[config.mk]
export PLATFORM = sky130hd
export DESIGN_NAME = gf180mcu_osu_sc_9t_bist_ctrl2
export DESIGN_NICKNAME = d
export VERILOG_FILES = /design/src/rtl/gf180mcu_osu_sc_9t_bist_ctrl2.sv
export SDC_FILE = /design/constraint.sdc
export NUM_CORES = 1
export LEC_CHECK = 0
export ABC_AREA = 1
export CAP_MARGIN = 40
export CORE_UTILIZATION = 56
export CTS_BUF_LIST = sky130_fd_sc_hd__clkbuf_4
export CTS_CLUSTER_DIAMETER = 60
export DETAILED_ROUTE_END_ITERATION = 8
export PLACE_DENSITY = 0.81
export SYNTH_ARGS = -nofsm -noshare
export SYNTH_HDL_FRONTEND = slang
export SYNTH_SLANG_ARGS = --single-unit
[constraint.sdc]
create_clock -name CLK -period 1.8 [get_ports CLK]
set_input_delay 0.54 -clock CLK [delete_from_list [all_inputs] [get_ports CLK]]
set_output_delay 0.54 -clock CLK [all_outputs]
set_load 0.03 [all_outputs]
[src/rtl/gf180mcu_osu_sc_9t_bist_ctrl2.sv]
// BIST sequencer for a 2-input combinational standard cell under test (CUT).
// Applies the four input vectors {A,B} = 0..3, waits a programmable settle time,
// samples the CUT output and compares it against a truth table. Reports a
// saturating error count, a sticky per-vector fail mask and a pass flag.
//
// Optional feature: define BIST_YSYNC_EN to pass Y_I through a 2-flop
// synchroniser before comparison. The settle reload then grows by 2 cycles.
//
// Ports:
//   CLK      - clock, all state on the rising edge
//   RN       - asynchronous active-low reset
//   START    - run request, sampled only while idle
//   A_O, B_O - registered CUT inputs
//   Y_I      - CUT output
//   BUSY     - high while a run is in progress
//   DONE     - one-cycle pulse at the end of a run
//   PASS     - result of the last run (ERR_CNT == 0)
//   ERR_CNT  - saturating mismatch count of the last/current run
//   FAIL_VEC - sticky mask, bit v set if vector v mismatched
module gf180mcu_osu_sc_9t_bist_ctrl2 #(
  parameter logic [3:0]  TT     = 4'b0001,
  parameter int unsigned SETTLE = 2,
  parameter int unsigned LOOPS  = 1,
  parameter int unsigned CNTW   = 8
) (
  input  logic            CLK,
  input  logic            RN,
  input  logic            START,
  output logic            A_O,
  output logic            B_O,
  input  logic            Y_I,
  output logic            BUSY,
  output logic            DONE,
  output logic            PASS,
  output logic [CNTW-1:0] ERR_CNT,
  output logic [3:0]      FAIL_VEC
);

  localparam int unsigned LoopW = (LOOPS > 1) ? $clog2(LOOPS) : 1;
`ifdef BIST_YSYNC_EN
  localparam int unsigned Reload = SETTLE + 2;
`else
  localparam int unsigned Reload = SETTLE;
`endif
  localparam logic [4:0]       ReloadVal = 5'(Reload);
  localparam logic [LoopW-1:0] LastLoop  = LoopW'(LOOPS - 1);

  typedef enum logic {StIdle, StRun} state_e;

  state_e           state_q;
  logic [1:0]       vec_q;
  logic [4:0]       cnt_q;
  logic [LoopW-1:0] loop_q;
  logic             a_q, b_q;
  logic             busy_q, done_q, pass_q;
  logic [CNTW-1:0]  err_q;
  logic [3:0]       fail_q;

  // Value of Y used for comparison.
  logic y_cmp;

`ifdef BIST_YSYNC_EN
  logic y_meta_q, y_sync_q;

  always_ff @(posedge CLK or negedge RN) begin
    if (!RN) begin
      y_meta_q <= 1'b0;
      y_sync_q <= 1'b0;
    end else begin
      y_meta_q <= Y_I;
      y_sync_q <= y_meta_q;
    end
  end

  assign y_cmp = y_sync_q;
`else
  assign y_cmp = Y_I;
`endif

  logic            mismatch;
  logic            last_sample;
  logic [1:0]      vec_nxt;
  logic [CNTW-1:0] err_nxt;

  always_comb begin
    mismatch    = (y_cmp != TT[vec_q]);
    last_sample = (vec_q == 2'd3) && (loop_q == LastLoop);
    vec_nxt     = vec_q + 2'd1;
    err_nxt     = err_q;
    // Saturate rather than wrap so a long run cannot report a false low count.
    if (mismatch && (err_q != {CNTW{1'b1}})) begin
      err_nxt = err_q + CNTW'(1);
    end
  end

  always_ff @(posedge CLK or negedge RN) begin
    if (!RN) begin
      state_q <= StIdle;
      vec_q   <= 2'd0;
      cnt_q   <= 5'd0;
      loop_q  <= '0;
      a_q     <= 1'b0;
      b_q     <= 1'b0;
      busy_q  <= 1'b0;
      done_q  <= 1'b0;
      pass_q  <= 1'b0;
      err_q   <= '0;
      fail_q  <= 4'd0;
    end else begin
      done_q <= 1'b0;
      unique case (state_q)
        StIdle: begin
          a_q    <= 1'b0;
          b_q    <= 1'b0;
          busy_q <= 1'b0;
          if (START) begin
            state_q <= StRun;
            busy_q  <= 1'b1;
            vec_q   <= 2'd0;
            loop_q  <= '0;
            cnt_q   <= ReloadVal;
            err_q   <= '0;
            fail_q  <= 4'd0;
            pass_q  <= 1'b0;
          end
        end
        StRun: begin
          if (cnt_q != 5'd0) begin
            cnt_q <= cnt_q - 5'd1;
          end else begin
            // Sample edge: score this vector, then step to the next one.
            err_q <= err_nxt;
            if (mismatch) begin
              fail_q[vec_q] <= 1'b1;
            end
            cnt_q <= ReloadVal;
            vec_q <= vec_nxt;
            a_q   <= vec_nxt[1];
            b_q   <= vec_nxt[0];
            if (vec_q == 2'd3) begin
              loop_q <= loop_q + LoopW'(1);
            end
            if (last_sample) begin
              state_q <= StIdle;
              busy_q  <= 1'b0;
              done_q  <= 1'b1;
              pass_q  <= (err_nxt == '0);
              a_q     <= 1'b0;
              b_q     <= 1'b0;
              loop_q  <= '0;
            end
          end
        end
      endcase
    end
  end

  assign A_O      = a_q;
  assign B_O      = b_q;
  assign BUSY     = busy_q;
  assign DONE     = done_q;
  assign PASS     = pass_q;
  assign ERR_CNT  = err_q;
  assign FAIL_VEC = fail_q;

endmodule
== After elaboration in Yosys (flattened, before gate mapping) ==
Cells that the tools add are included.

* Output and inout port bits: 17
* Register bits: 26
* Input port bits: 4

* Reduce and logical (&&, ||, !) cells: 10
* $lt $le $gt $ge: 2
* Bitwise logic cells: 3
* Equality and inequality tests: 8
* Muxes and demuxes: 42
* Add/subtract/negate cells: 4

{| class="wikitable"
|+ Operators by type and width
! operator !! number
|-
| 8-bit two-way mux || 3
|-
| 1-bit two-way mux || 20
|-
| 8-bit case mux with 2 select lines || 1
|-
| 4-bit two-way mux || 3
|-
| 1-bit case mux with 2 select lines || 6
|-
| 5-bit two-way mux || 2
|-
| 5-bit case mux with 2 select lines || 1
|-
| 3-bit AND reduction || 3
|-
| 8-bit by 1-bit adder with 8-bit output, second input constant || 1
|-
| 8-bit logical NOT || 1
|-
| 8-bit inequality test, second input constant || 1
|-
| 4-bit case mux with 2 select lines || 1
|-
| 5-bit nonzero test || 1
|-
| 5-bit by 1-bit subtractor with 5-bit output, second input constant || 1
|-
| 2-bit two-way mux || 2
|-
| 2-bit by 1-bit inequality test with 1-bit output, second input constant || 2
|-
| 2-bit inequality test, second input constant || 2
|-
| 4-bit bitwise OR || 1
|-
| 2-bit case mux with 2 select lines || 1
|-
| 2-bit AND reduction || 2
|-
| 1-bit logical AND || 3
|-
| 2-bit by 3-bit < comparator with 1-bit output, second input constant || 1
|-
| 3-bit by 1-bit inequality test with 1-bit output, second input constant || 1
|-
| 2-bit by 1-bit adder with 2-bit output, second input constant || 1
|-
| 7 further kinds || 8
|}

== Longest topological paths before layout ==
* Word-level depth: 9
* Gate-level depth with buffers: 13

== Worst setup path after synthesis ==
No wires, ideal clock.

* Path type: register to register
* Start: reg err_q[0], in the netlist ERR_CNT[0]
* End: reg pass_q, in the netlist PASS
* Required time: 1734 ps
* Slack: 184 ps
* Cell stages (with the launch flop): 11
* Arrival time: 1550 ps
* Clock period less this slack: 1616 ps
* Cells stage by stage: dfrtp_1 -> ha_1 -> inv_1 -> nor2_8 -> a21oi_1 -> nand3_1 -> nand2_1 -> nand2_1 -> nor2_1 -> nand2_1 -> nand2_1

* Word-level cells in the longest chain between the ends: 7

{| class="wikitable"
|+ Ends and longest elaborated chain
! what !! RTL line !! source
|-
| from (decl) || 56 || <nowiki>logic [CNTW-1:0] err_q;</nowiki>
|-
| from (signal assigned) || 132 || <nowiki>err_q <= err_nxt;</nowiki>
|-
| parallel branches: the longest is 2 deep, another holds 8-bit by 1-bit adder with 8-bit output || - ||
|-
| 8-bit two-way mux * || 91 || <nowiki>if (mismatch && (err_q != {CNTW{1'b1}})) begin</nowiki>
|-
| 8-bit logical NOT * || 147 || <nowiki>pass_q <= (err_nxt == '0);</nowiki>
|-
| 1-bit two-way mux * || 143 || <nowiki>if (last_sample) begin</nowiki>
|-
| 1-bit two-way mux * || 128 || <nowiki>if (cnt_q != 5'd0) begin</nowiki>
|-
| 1-bit case mux with 2 select lines * || 111 || <nowiki>unique case (state_q)</nowiki>
|-
| to (signal assigned) || 147 ||
|-
| to (decl) || 55 || <nowiki>logic busy_q, done_q, pass_q;</nowiki>
|}

Every way passes the cells marked *. The select of a mux whose other input is x is not followed.
A chain may end at the register's enable or synchronous reset.

== Worst setup path after layout ==
* Start: reg err_q[4], in the netlist ERR_CNT[4]
* End: out ERR_CNT[4]

{| class="wikitable"
|+ RTL lines
! what !! RTL line !! source
|-
| to (decl) || 35 || <nowiki>output logic [CNTW-1:0] ERR_CNT,</nowiki>
|}

No word-level cell between the ends.

==> impl_metrics.toml <==
[floorplan]
chipWidth_um = 53.1
start_util_pct = 59.0
die_y_um = 53.1
coreArea_mm2 = 0.00248
dieArea_mm2 = 0.00282
pin_count = 21
rows = 18

[clocking]
cts_buffer_depth = 2
clk_latency_ns = 0.32
clock-root-buffer = "clkbuf_4"
cts_buffers = 3
clkTransAtPathRegs_ns = 0.14
cts.sinks = 26
htreeDepth = 1
cts_tree = "done"

[finish]
final_cells = 244
num-fill-cells = 201
drive_gt1_share_pct = 17.3
final_nets = 226
diodes = 0
area_delta_synth_final_pct = 24.6

[critical_path]
cpPeakStageDelay_ns = 0.45
crit_slowest_cell = "dfrtp_1"
crit_buf_inv = 1
cp_cell_sequence = "dlygate4sd2_1"
crit_family = "flip-flops"
end_kind = "output pin"
crit_fanout = 5
startpoint_type = "flip-flop"
critical_path_class = "flip-flop to output pin"
worst_ep_arrival_time_ns = 1.20
critPathRequiredTime_ns = 1.26

[synth]
synth_compound_area_share_pct = 10.8
synth_top_area_share_pct = 44.5
async_flop_share_pct = 100
ys_seq_area_share_pct = 44.5
synth_cell_types = 27
avgSynthCellArea_um2 = 8.12
synth.area.mux_share_pct = 0
synth_area_leaders = "dfrtp_1 45%, nand2_1 11%, inv_1 8.2%"
synth_flop_cell = "dfrtp_1"
yosys.area_share.xor_xnor_pct = 1.20
syn_area_mm2 = 0.00146
synth_cells = 180
synth_seq_cells = 26
yosysMostFrequentCell = "nand2_1"
yosys.area_share.simple_pct = 28.2
synth-edff-count = 0
synthAdderAreaFrac_pct = 5.14
synth_top_family_by_area = "simple AND/OR/NAND/NOR gates"
yosys.area.top_type = "dfrtp_1"
synth_warnings = 0
synth_fp_nets = 190
netlist_top_cells_count = "43 x nand2_1, 32 x inv_1, 26 x dfrtp_1"

[timing]
clock_skew_ns = 0.00419
fin_setup_tns_ns = 0
rsz0062_at_grt = "no"
max_slew_margin_pct = 76.3
fmax_mhz = 576
fin_crit_sh_pct = 96.5
finalSetupViolCount = 0
worst_pin_slew_ns = 0.356
finalHoldViolations = 0
layout_min_cycle_time_ns = 1.74
maxSlewViolCount = 0

[drt]
wl_met2_mm = 1.62
met3_length_um = 170
met1Wirelength_mm = 1.49
wl_per_cell_um = 13.6
top_layer = "met4"
drt-initial-drc-count = 44
ant_nets = 0
num_vias = 1311
drc_errors = 0
avgViaCountPerCell = 5.37
first_pass_iters = 4
routed_wl_mm = 3.32

[placement]
hpwl_mm = 2.53
gp_congestion = 0.943
portBuffers = 20
placed_cells = 240

[power_and_ir_drop]
clock_power_share_pct = 8.4
combPwrFrac_pct = 59.6
ir_drop_mv = 1.16
power_density_mw_per_mm2 = 1640
p_leak_uw = 0.00100
intPower_uw = 1550
swShare_pct = 48.1
switching_power_uw = 1440
p_seq_share_pct = 32.0

[global_route]
grt_first_pass_wirelength_mm = 5.42
antenna_found_initial = 0
grt_usage_pct = 27.2
grt_pass1_vias = 1223
grt_max_degree = 27
globalRoute.totalOverflow = 0

[min_path]
hp-class = "flip-flop to flip-flop"

[flow_run]
maxCapViolCount = 0

[outcome]
outcome = "completed"
path summary, 6_finish.rpt:
check | from | endpoint | slack, ns | cells past startpoint
min in group asynchronous | RN | ERR_CNT[7] | 0.56 | 2
max in group asynchronous | RN | B_O | 0.99 | 2
worst max-delay path | ERR_CNT[4] | ERR_CNT[4] | 0.06 | 1
worst max register to register | cnt_q[0] | ERR_CNT[7] | 0.10 | 8
worst min register to register | BUSY | BUSY | 0.49 | 2
worst min-delay path | BUSY | BUSY | 0.49 | 2
layout make-up:
class | instances | area (um^2) | share of cell area (%)
well taps | 30 | 37.5 | 2.06
flip-flops and latches | 26 | 651 | 35.7
multi-input cells | 117 | 686 | 37.7
inverters | 34 | 128 | 7.01
clock buffers | 3 | 22.5 | 1.24
repair buffers | 34 | 297 | 16.3
cell families (layout without fill, tap and decap cells):
group	after synthesis	count (layout)
and+or+nand+nor	82	82
buffers and inverters	37	71
AOI/OAI and AO/OA	27	27
DFF	26	26
adders and majority gates	6	6
xor gates and xnor gates	2	2
repair_timing:
| action | in CTS | in global routing |
|---|---|---|
| hold buffers | 0 | 0 |
| setup endpoints to repair | 17 | 7 |
| buffers inserted | 0 | 1 |
| gates resized for setup | 17 | 6 |
layer usage:
metal  up-vias  track usage [%]
met5         -                0
met4         0             10.5
met3         9             4.89
met2        46             43.2
met1       608             36.5
li1        648                -
power by group through the flow:
stage	Combinational, uW	Clock [uW]	Sequential [uW]
after floorplan	840	0	1260
after global placement	1750	0	960
after detailed placement	1820	0	982
after CTS	1720	254	961
after global routing	1950	276	983
final	1780	250	956
registers in the layout, indices dropped and copies added (netlist names):
| signal | flops |
|---|---|
| PASS | 1 |
| vec_q | 2 |
| ERR_CNT | 8 |
| B_O | 1 |
| DONE | 1 |
| FAIL_VEC | 4 |
| state_q | 1 |
| loop_q | 1 |
| cnt_q | 5 |
| BUSY | 1 |
| A_O | 1 |
worst reg2reg max path: stages, from the launching register on:
cell     delay [ns]
dfrtp_1        0.39
inv_1          0.06
ha_1           0.24
nand3_2        0.10
nor2_2         0.05
nand2_2        0.22
nand2_1        0.17
buf_12         0.17
o21ai_0        0.21
metrics by stage:
stage	setup slack [ns]	hold WS (ns)	power (uW)	util, %	cell area, um^2
finish	0.0631	0.494	2990	73.5	1820
global route	0.00588	0.541	3210	73.5	1820
CTS	0.0573	0.502	2930	72.2	1790
detailed placement	-0.207	0.476	2800	72.2	1790
global placement	-0.0969	0.458	2710	72.2	1790
floorplan	0.184	0.244	2100	-	1460
placed cells by master (no fill, tap or decap), drive strengths merged:
| cell | Yosys | layout |
|---|---|---|
| a21boi | 1 | 1 |
| nor2 | 11 | 11 |
| nand3 | 17 | 17 |
| xnor2 | 1 | 1 |
| o21ai | 10 | 10 |
| nand4 | 4 | 4 |
| inv | 34 | 34 |
| nor3 | 1 | 1 |
| clkdlybuf4s50 | 0 | 3 |
| ha | 6 | 6 |
| dlygate4sd2 | 0 | 17 |
| o22ai | 9 | 9 |
| a22oi | 1 | 1 |
| clkbuf | 0 | 3 |
| a21oi | 5 | 5 |
| nand2 | 49 | 49 |
| o31ai | 1 | 1 |
| xor2 | 1 | 1 |
| dfrtp | 26 | 26 |
| buf | 3 | 14 |
Note: power is estimated with default switching activity, not from simulation.
